--- src/rtl/deser8way_if.sv ---
// Handshake/bus bundle for the 8-way serial-to-parallel deserializer.
// master drives serial input and consumer ready; slave is the deserializer.
interface deser8way_if;
  logic       in_bit;
  logic       in_valid;
  logic       in_ready;
  logic       flush;
  logic [7:0] out;
  logic       out_valid;
  logic       out_ready;
  logic       any;
  logic       busy;

  modport master (
    output in_bit, in_valid, flush, out_ready,
    input  in_ready, out, out_valid, any, busy
  );

  modport slave (
    input  in_bit, in_valid, flush, out_ready,
    output in_ready, out, out_valid, any, busy
  );
endinterface

--- src/rtl/deser8way.sv ---
// Collects 8 serial bits into a byte and holds it until the consumer takes it.
// Bit placement is selected by LSB_FIRST; flush drops a partial word only.
module deser8way #(
  parameter bit LSB_FIRST = 1'b1
) (
  input logic        clk,
  input logic        rst,
  deser8way_if.slave bus
);
  typedef enum logic [1:0] {IDLE, SHIFT, FULL} state_t;

  state_t     state;
  logic [2:0] cnt;
  logic [2:0] pos;
  logic [7:0] sreg;
  logic [7:0] sreg_nxt;
  logic [7:0] out_q;
  logic       ov_q;
  logic       any_q;

  assign pos = LSB_FIRST ? cnt : 3'(3'd7 - cnt);

  // Word as it will look once the current bit lands; on the 8th bit this is the output word.
  always_comb begin
    sreg_nxt      = sreg;
    sreg_nxt[pos] = bus.in_bit;
  end

  always_ff @(posedge clk) begin
    if (rst) begin
      state <= IDLE;
      cnt   <= 3'd0;
      sreg  <= 8'h00;
      out_q <= 8'h00;
      ov_q  <= 1'b0;
      any_q <= 1'b0;
    end else begin
      case (state)
        IDLE, SHIFT: begin
          if (bus.flush) begin
            state <= IDLE;
            cnt   <= 3'd0;
            sreg  <= 8'h00;
          end else if (bus.in_valid) begin
            if (cnt == 3'd7) begin
              state <= FULL;
              cnt   <= 3'd0;
              sreg  <= 8'h00;
              out_q <= sreg_nxt;
              any_q <= |sreg_nxt;
              ov_q  <= 1'b1;
            end else begin
              state <= SHIFT;
              cnt   <= cnt + 3'd1;
              sreg  <= sreg_nxt;
            end
          end
        end
        // flush is deliberately ignored here: a complete word is never dropped.
        FULL: begin
          if (bus.out_ready) begin
            state <= IDLE;
            ov_q  <= 1'b0;
          end
        end
        default: state <= IDLE;
      endcase
    end
  end

  assign bus.in_ready  = (state != FULL);
  assign bus.busy      = (state == SHIFT);
  assign bus.out       = out_q;
  assign bus.out_valid = ov_q;
  assign bus.any       = any_q;
endmodule

--- src/flat_wrapper.sv ---
// flat-port wrapper written by rule: the top's interface ports become plain ports
module deser8way_flat 
#(
  parameter bit LSB_FIRST = 1'b1
)
  (clk, rst, bus_in_bit, bus_in_valid, bus_flush, bus_out_ready, bus_in_ready, bus_out, bus_out_valid, bus_any, bus_busy);
  deser8way_if bus_i ();
  input logic clk;
  input logic rst;
  input wire logic [$bits(bus_i.in_bit)-1:0] bus_in_bit;
  input wire logic [$bits(bus_i.in_valid)-1:0] bus_in_valid;
  input wire logic [$bits(bus_i.flush)-1:0] bus_flush;
  input wire logic [$bits(bus_i.out_ready)-1:0] bus_out_ready;
  output wire logic [$bits(bus_i.in_ready)-1:0] bus_in_ready;
  output wire logic [$bits(bus_i.out)-1:0] bus_out;
  output wire logic [$bits(bus_i.out_valid)-1:0] bus_out_valid;
  output wire logic [$bits(bus_i.any)-1:0] bus_any;
  output wire logic [$bits(bus_i.busy)-1:0] bus_busy;
  assign bus_i.in_bit = bus_in_bit;
  assign bus_i.in_valid = bus_in_valid;
  assign bus_i.flush = bus_flush;
  assign bus_i.out_ready = bus_out_ready;
  assign bus_in_ready = bus_i.in_ready;
  assign bus_out = bus_i.out;
  assign bus_out_valid = bus_i.out_valid;
  assign bus_any = bus_i.any;
  assign bus_busy = bus_i.busy;
  deser8way #(.LSB_FIRST(LSB_FIRST)) u_core (.clk(clk), .rst(rst), .bus(bus_i));
endmodule
--- config.mk ---
export PLATFORM = sky130hd
export DESIGN_NAME = deser8way_flat
export DESIGN_NICKNAME = d
export VERILOG_FILES = /design/src/rtl/deser8way_if.sv /design/src/rtl/deser8way.sv /design/src/flat_wrapper.sv
export SDC_FILE = /design/constraint.sdc
export NUM_CORES = 1
export LEC_CHECK = 0
export CAP_MARGIN = 20
export CORE_MARGIN = 2
export CORE_UTILIZATION = 40
export CTS_BUF_LIST = sky130_fd_sc_hd__clkbuf_4
export DETAILED_ROUTE_END_ITERATION = 16
export PLACE_DENSITY = 0.73
export SYNTH_ARGS = -nofsm -noshare
export SYNTH_HDL_FRONTEND = slang
export SYNTH_SLANG_ARGS = --single-unit
--- constraint.sdc ---
create_clock -name clk -period 2.5 [get_ports clk]
set_clock_uncertainty 0.2 [all_clocks]
set_input_delay 0.375 -clock clk [delete_from_list [all_inputs] [get_ports clk]]
set_output_delay 0.375 -clock clk [all_outputs]
set_load 0.01 [all_outputs]
==> impl_results.md, run 1 <==
* Outcome: finished clean
* H-tree Lvls at 1
* P per Cell Area at 433.3 nW/um2
* PortBufs at 17
* Total die area at around 3300 um2
* GR Util All Layers at 14.77%
* Yosys cell types at 39
* Routability cong. at between 0.7 and 0.8
* Antenna Cells at 0
* Clock buffer depth at 2
* Avg WL per Cell at 13.17 um
* Sink Count at 23
* Startpoint types: register
* Largest net degree at the start of global routing at 24
* Final nets at 147
* Drc violations at 0
* Critical-path maximum fanout at 8
* Placeable Area at 2734 um2
* Lkg Pwr at 0.4802 nW
* Via total after detailed routing at 915
* WP data arrival at 1570 ps
* Post-Syn Instances at between 100 and 150
* Reg2Reg Setup Slack at 460 ps
* Hold-fix buffers at CTS at 0
* Hold worst-path end: u_core.sreg[2]
* Power Total at 0.5871 mW
* Root buf cell: clkbuf_4
* Worst stage delay on the critical path at 510 ps
* Crit path capture type: primary output
* Syn nets at 130
* Hold WS at 282.4 ps
* Multi-input gate area at 628.1 um2
* Post-DP HPWL at 1547 um
* R2r startpoint: u_core.cnt[2]
* Minimum clock period at 2143 ps
* VDD IR max at 0.3888 mV
* Inserted Clock Buffers at 3
* Filler cell count at 258
* Number of global-route vias before repair at about 810
* Clk slew on worst S/H paths at 120 ps
* Min-Delay Path Depth at 2
* Antenna-violating nets left at 0
* Fin Setup TNS at 0 ps
* Final count of pins violating max slew at 0
* Final setup fails at 0
* Maxcap violations at 0
* FMAX at 466.7 MHz
* CP max stage cell: dfxtp_1
* Avg Cell Area, Syn at 9.394 um2
* Fin crit share at a little under nine tenths
* CTS tree: done
* EDFF count, synth at 0
* Global route overflow at 0
* Worst r2r path cells at 5
* CP Class: register to primary output
* Area leader, netlist: dfxtp_1
* Pre-Repair DR Iteration Count at 4
* Post-synthesis register bit count at 23
* Post-Route WL at 2225 um
* Sequential area share after synthesis at 40.17%
* Synth Cell Area at between 1000 and 1500 um2
* Die H at 57.53 um
* Worst hold start: u_core.sreg[2]
* Skew-Pair Late Insertion Delay at 310 ps
* Register area at 460.4 um2
* Initial core utilization at a little over two fifths
* Die X at about 58 um
* Most common flop cell mapped by yosys: dfxtp_1
* Final hold vios at 0
* Global-route wire length before repair at 3801 um
* Worst slew pin tran at 823.4 ps
* Vias per cell at roughly 5.4
* Worst r2r dst: u_core.sreg[3]
* Initial DRC Count at 25
* Area Overhead vs Synth at 18.23%
* HP Class: register to register
* Layout cells sized above 1 at between 10% and 20%
* Synth top area share at between 40% and 50%
* Rel. slew slack at 44.99%
* RSZ-0062 raised after global routing: false
* Worst EP required at 1920 ps
* Placed Instances at about 170
* Final core occ at 49.57%
* I/O pin cnt at 18
* Post-cts sizing count at 0
* Initial antenna violation count at 0
* Synth area leaders: dfxtp_1 40%, nor2_1 7.5%, mux2i_1 7.0%, a22oi_1 5.2%, mux2_2 4.9%
* Crit-path cells: or2b_1 -> clkdlybuf4s50_1
* Fin cells at 169
* Num rows at 19
* Post-CTS Setup Inserts at 0
* YS warnings at 0
* FFs w/ async S/R, synth at 0%
through the flow:
stage / cell area (um2) / setup WS, ps
global route: 1355 / 279.3
global placement: 1328 / 361.6
finish: 1355 / 357.2
detailed placement: 1328 / 293.7
floorplan: 1146 / 709.8
CTS: 1355 / 341.3
layer usage:
metal,GRT usage [%],vias up,routed length [um]
met1,19.38,425,1080
met3,5.442,2,128
met4,4.983,0,23
li1,-,465,-
met5,0,-,0
met2,22.40,23,994
power by group:
| group | switching, mW | internal (mW) | total (mW) |
|---|---|---|---|
| Sequential | 0.00179 | 0.369 | 0.371 |
| Clock | 0.107 | 0.0597 | 0.167 |
| Combinational | 0.0270 | 0.0223 | 0.0493 |
layout make-up:
type                            instances  share of cell area, %
Clock buffer                            3                  1.662
Multi-Input combinational cell         90                  46.35
Tap cell                               31                  2.862
Timing Repair Buffer                   21                  14.77
Clock inverter                          1                 0.3693
Sequential cell                        23                  33.98
cell usage after synthesis (all sizes together) (2+ instances only):
cell,instances
a21oi,5
a22oi,8
buf,5
clkbuf,4
dfxtp,23
ha,2
mux2,6
mux2i,8
nand2,4
nand2b,2
nand3,2
nand3b,3
nor2,23
nor2b,2
nor3,2
nor3b,4
nor4b,2
o21ai,2
o21bai,2
worst max path at each step:
stage	depth (start not counted)	slack (ps)	start	to
finish	2	360	u_core.state[1]	bus_in_ready
global route	2	280	u_core.state[1]	bus_in_ready
CTS	2	340	u_core.state[1]	bus_in_ready
detailed placement	4	290	bus_flush	u_core.sreg[7]
global placement	5	360	bus_in_valid	u_core.sreg[3]
floorplan	6	710	u_core.cnt[0]	u_core.sreg[3]
critical path, delay by kind of cell, from the launching register on:
kind,cells,cell delay [ps]
buf+inv,1,480
flops,1,510
simple gates,1,270
registers in the layout (all words and copies together), names as in the netlist:
name,count
u_core.bus.any,1
u_core.bus.out,8
u_core.bus.out_valid,1
u_core.cnt,3
u_core.sreg,8
u_core.state,2
cell usage in the layout, fill, tap and decap left out, drive strengths merged, types with 2 or more instances in the layout:
| cell | count |
|---|---|
| a21oi | 5 |
| nand3b | 3 |
| nor4b | 2 |
| a22oi | 8 |
| dfxtp | 23 |
| clkdlybuf4s50 | 17 |
| nor2b | 2 |
| nand2b | 2 |
| buf | 4 |
| nand2 | 4 |
| nor2 | 23 |
| o21bai | 2 |
| clkbuf | 3 |
| mux2i | 8 |
| nor3 | 2 |
| nor3b | 4 |
| mux2 | 6 |
| o21ai | 2 |
| nand3 | 2 |
| ha | 2 |
logic make-up after synthesis:
group / Yosys count / share of synthesized area [%]
DFF: 23 / 40.17
muxes: 14 / 12.88
adders and majority gates: 2 / 2.183
buffers and inverters: 9 / 5.021
AOI/OAI and AO/OA: 23 / 14.08
and+or+nand+nor: 51 / 25.65
(Power assumes the default switching activity.)
==> run 2, diff against run 1 <==
--- a/config.mk
+++ b/config.mk
@@ -6,7 +6,6 @@
 export NUM_CORES = 1
 export LEC_CHECK = 0
 export CAP_MARGIN = 20
-export CORE_MARGIN = 2
 export CORE_UTILIZATION = 40
 export CTS_BUF_LIST = sky130_fd_sc_hd__clkbuf_4
 export DETAILED_ROUTE_END_ITERATION = 16
==> impl_results.md, run 2 (synthesis results as in run 1) <==
* Outcome: finished clean
* Worst stage delay on the critical path at 510 ps (about the same)
* Hold-fix buffers at CTS at 0 (unchanged)
* Global-route wire length before repair at 4071 um (+7.1%)
* HP Class: register to register
* Final hold vios at 0 (unchanged)
* FMAX at 463.5 MHz (-0.67%)
* Family with the most delay on the worst path: flip-flops
* Maxcap violations at 0 (unchanged)
* Root buf cell: clkbuf_4
* WP data arrival at 1580 ps (about the same)
* Minimum clock period at 2157 ps (+14.55 ps)
* Final count of pins violating max slew at 0 (unchanged)
* CP Class: register to primary output
* Hold WS at 277.4 ps (-4.992 ps)
* Placeable Area at 2734 um2 (unchanged)
* Worst r2r path cells at 5 (unchanged)
* Clk slew on worst S/H paths at 120 ps (about the same)
* Crit path capture type: primary output
* Die H at 55.53 um (-3.5%)
* Die X at 55.53 um (-3.5%)
* Layout cells sized above 1 at 13.04% (unchanged)
* Worst r2r dst: u_core.sreg[3]
* Area Overhead vs Synth at 18.45%
* Global route overflow at 0 (unchanged)
* VDD IR max at 0.3431 mV (-12%)
* CTS tree: done
* Initial core utilization at 41.92% (unchanged)
* Total die area at 3084 um2 (-6.8%)
* Post-Route WL at 2279 um (+2.4%)
* Startpoint types: register
* Fin Setup TNS at 0 ps (unchanged)
* Inserted Clock Buffers at 3 (unchanged)
* Worst slew pin tran at 808.7 ps (-14.77 ps)
* Antenna-violating nets left at 0 (unchanged)
* Placed Instances at 165 (unchanged)
* Via total after detailed routing at 931 (+1.7%)
* PortBufs at 17 (unchanged)
* Lkg Pwr at 0.4809 nW (+0.14%)
* Multi-input gate area at 628.1 um2 (unchanged)
* Sum of buffers and inverters on the critical path at 1 (unchanged)
* P per Cell Area at 443.3 nW/um2 (+2.3%)
* Sink Count at 23 (unchanged)
* Initial antenna violation count at 0 (unchanged)
* Clock buffer depth at 2 (unchanged)
* R2r startpoint: u_core.cnt[2]
* Avg WL per Cell at 13.49 um (+2.4%)
* Rel. slew slack at 45.98% (+0.99 points)
* H-tree Lvls at 1 (unchanged)
* Fin crit share at 86.29% (+0.58 points)
* Critical-path maximum fanout at 8 (unchanged)
* Post-DP HPWL at 1511 um (-2.3%)
* Worst EP required at 1920 ps (about the same)
* Post-cts sizing count at 0 (unchanged)
* GR Util All Layers at 16.25% (+1.5 points)
* Antenna Cells at 0 (unchanged)
* Reg2Reg Setup Slack at 450 ps (about the same)
* Initial DRC Count at 23 (-8.0%)
* Register area at 460.4 um2 (unchanged)
* Fin cells at 169 (unchanged)
* Final nets at 147 (unchanged)
* Worst setup path end: bus_in_ready
* RSZ-0062 raised after global routing: false
* Largest net degree at the start of global routing at 24 (unchanged)
* Num rows at 19 (unchanged)
* Skew-Pair Late Insertion Delay at 310 ps (about the same)
* Filler cell count at 263 (+1.9%)
* Routability cong. at 0.7889 (+0.14%)
* Final setup fails at 0 (unchanged)
* Crit-path cells: or2b_1 -> clkdlybuf4s50_1
* CP max stage cell: dfxtp_1
* Most frequent cells in the layout: 23 x nor2_1, 23 x dfxtp_1, 17 x clkdlybuf4s50_1, 8 x mux2i_1, 8 x a22oi_1
* Number of global-route vias before repair at 899 (+11%)
* I/O pin cnt at 18 (unchanged)
* Pre-Repair DR Iteration Count at 4 (unchanged)
* Post-CTS Setup Inserts at 0 (unchanged)
* CP Launch Point: u_core.state[1]
* Vias per cell at 5.509 (+1.7%)
* Drc violations at 0 (unchanged)
* WP depth at 2 (unchanged)
## run 2: cell count changes in the layout (fill, tap and decap cells not counted)
cell	delta
clkbuf_4	+1
clkinv_2	-1
## run 2: stage by stage
stage / worst slack (ps) / power, mW / instance area (um2) / utilization, %
3_3_place_gp: 366.9 / 0.4273 / 1328 / 48.56
5_1_grt: 258.8 / 0.6267 / 1358 / 49.66
6_report: 342.7 / 0.6018 / 1358 / 49.66
2_1_floorplan: 709.8 / 0.4092 / 1146 / -
3_5_place_dp: 330.2 / 0.4288 / 1328 / 48.56
4_1_cts: 341.8 / 0.6054 / 1358 / 49.66
## run 2: report_power, final
group	internal, mW	switching [mW]
Combinational	0.0223	0.0285
Clock	0.0732	0.107
Sequential	0.369	0.00176
Total	0.464	0.137
## run 2: layer usage
| layer | global-route usage [%] | vias up | share of wire, % |
|---|---|---|---|
| met3 | 5.621 | 7 | 6.0 |
| met1 | 22.06 | 424 | 48 |
| met4 | 4.286 | 0 | 1.3 |
| met2 | 24.61 | 31 | 45 |
| li1 | - | 469 | - |
| met5 | 0 | - | 0 |
## run 2: worst register-to-register path, delay by kind of cell, from the launching register on
kind	cells	cell delay, ps
adders and majority gates	1	310
and+or+nand+nor	2	780
AOI/OAI and AO/OA	2	210
DFF	1	480
## run 2: worst min path at each step
stage / start / end / depth (start not counted)
2_1_floorplan: u_core.sreg[2] / u_core.sreg[2] / 2
3_3_place_gp: u_core.sreg[2] / u_core.sreg[2] / 2
3_5_place_dp: u_core.sreg[2] / u_core.sreg[2] / 2
4_1_cts: u_core.sreg[2] / u_core.sreg[2] / 2
5_1_grt: u_core.sreg[2] / u_core.sreg[2] / 2
6_report: u_core.sreg[2] / u_core.sreg[2] / 2
## run 2: final cells by class
| cell class | count | area share, % |
|---|---|---|
| clock buffers | 4 | 2.212 |
| multi-input cells | 90 | 46.27 |
| flip-flops and latches | 23 | 33.92 |
| well taps | 31 | 2.857 |
| repair buffers | 21 | 14.75 |
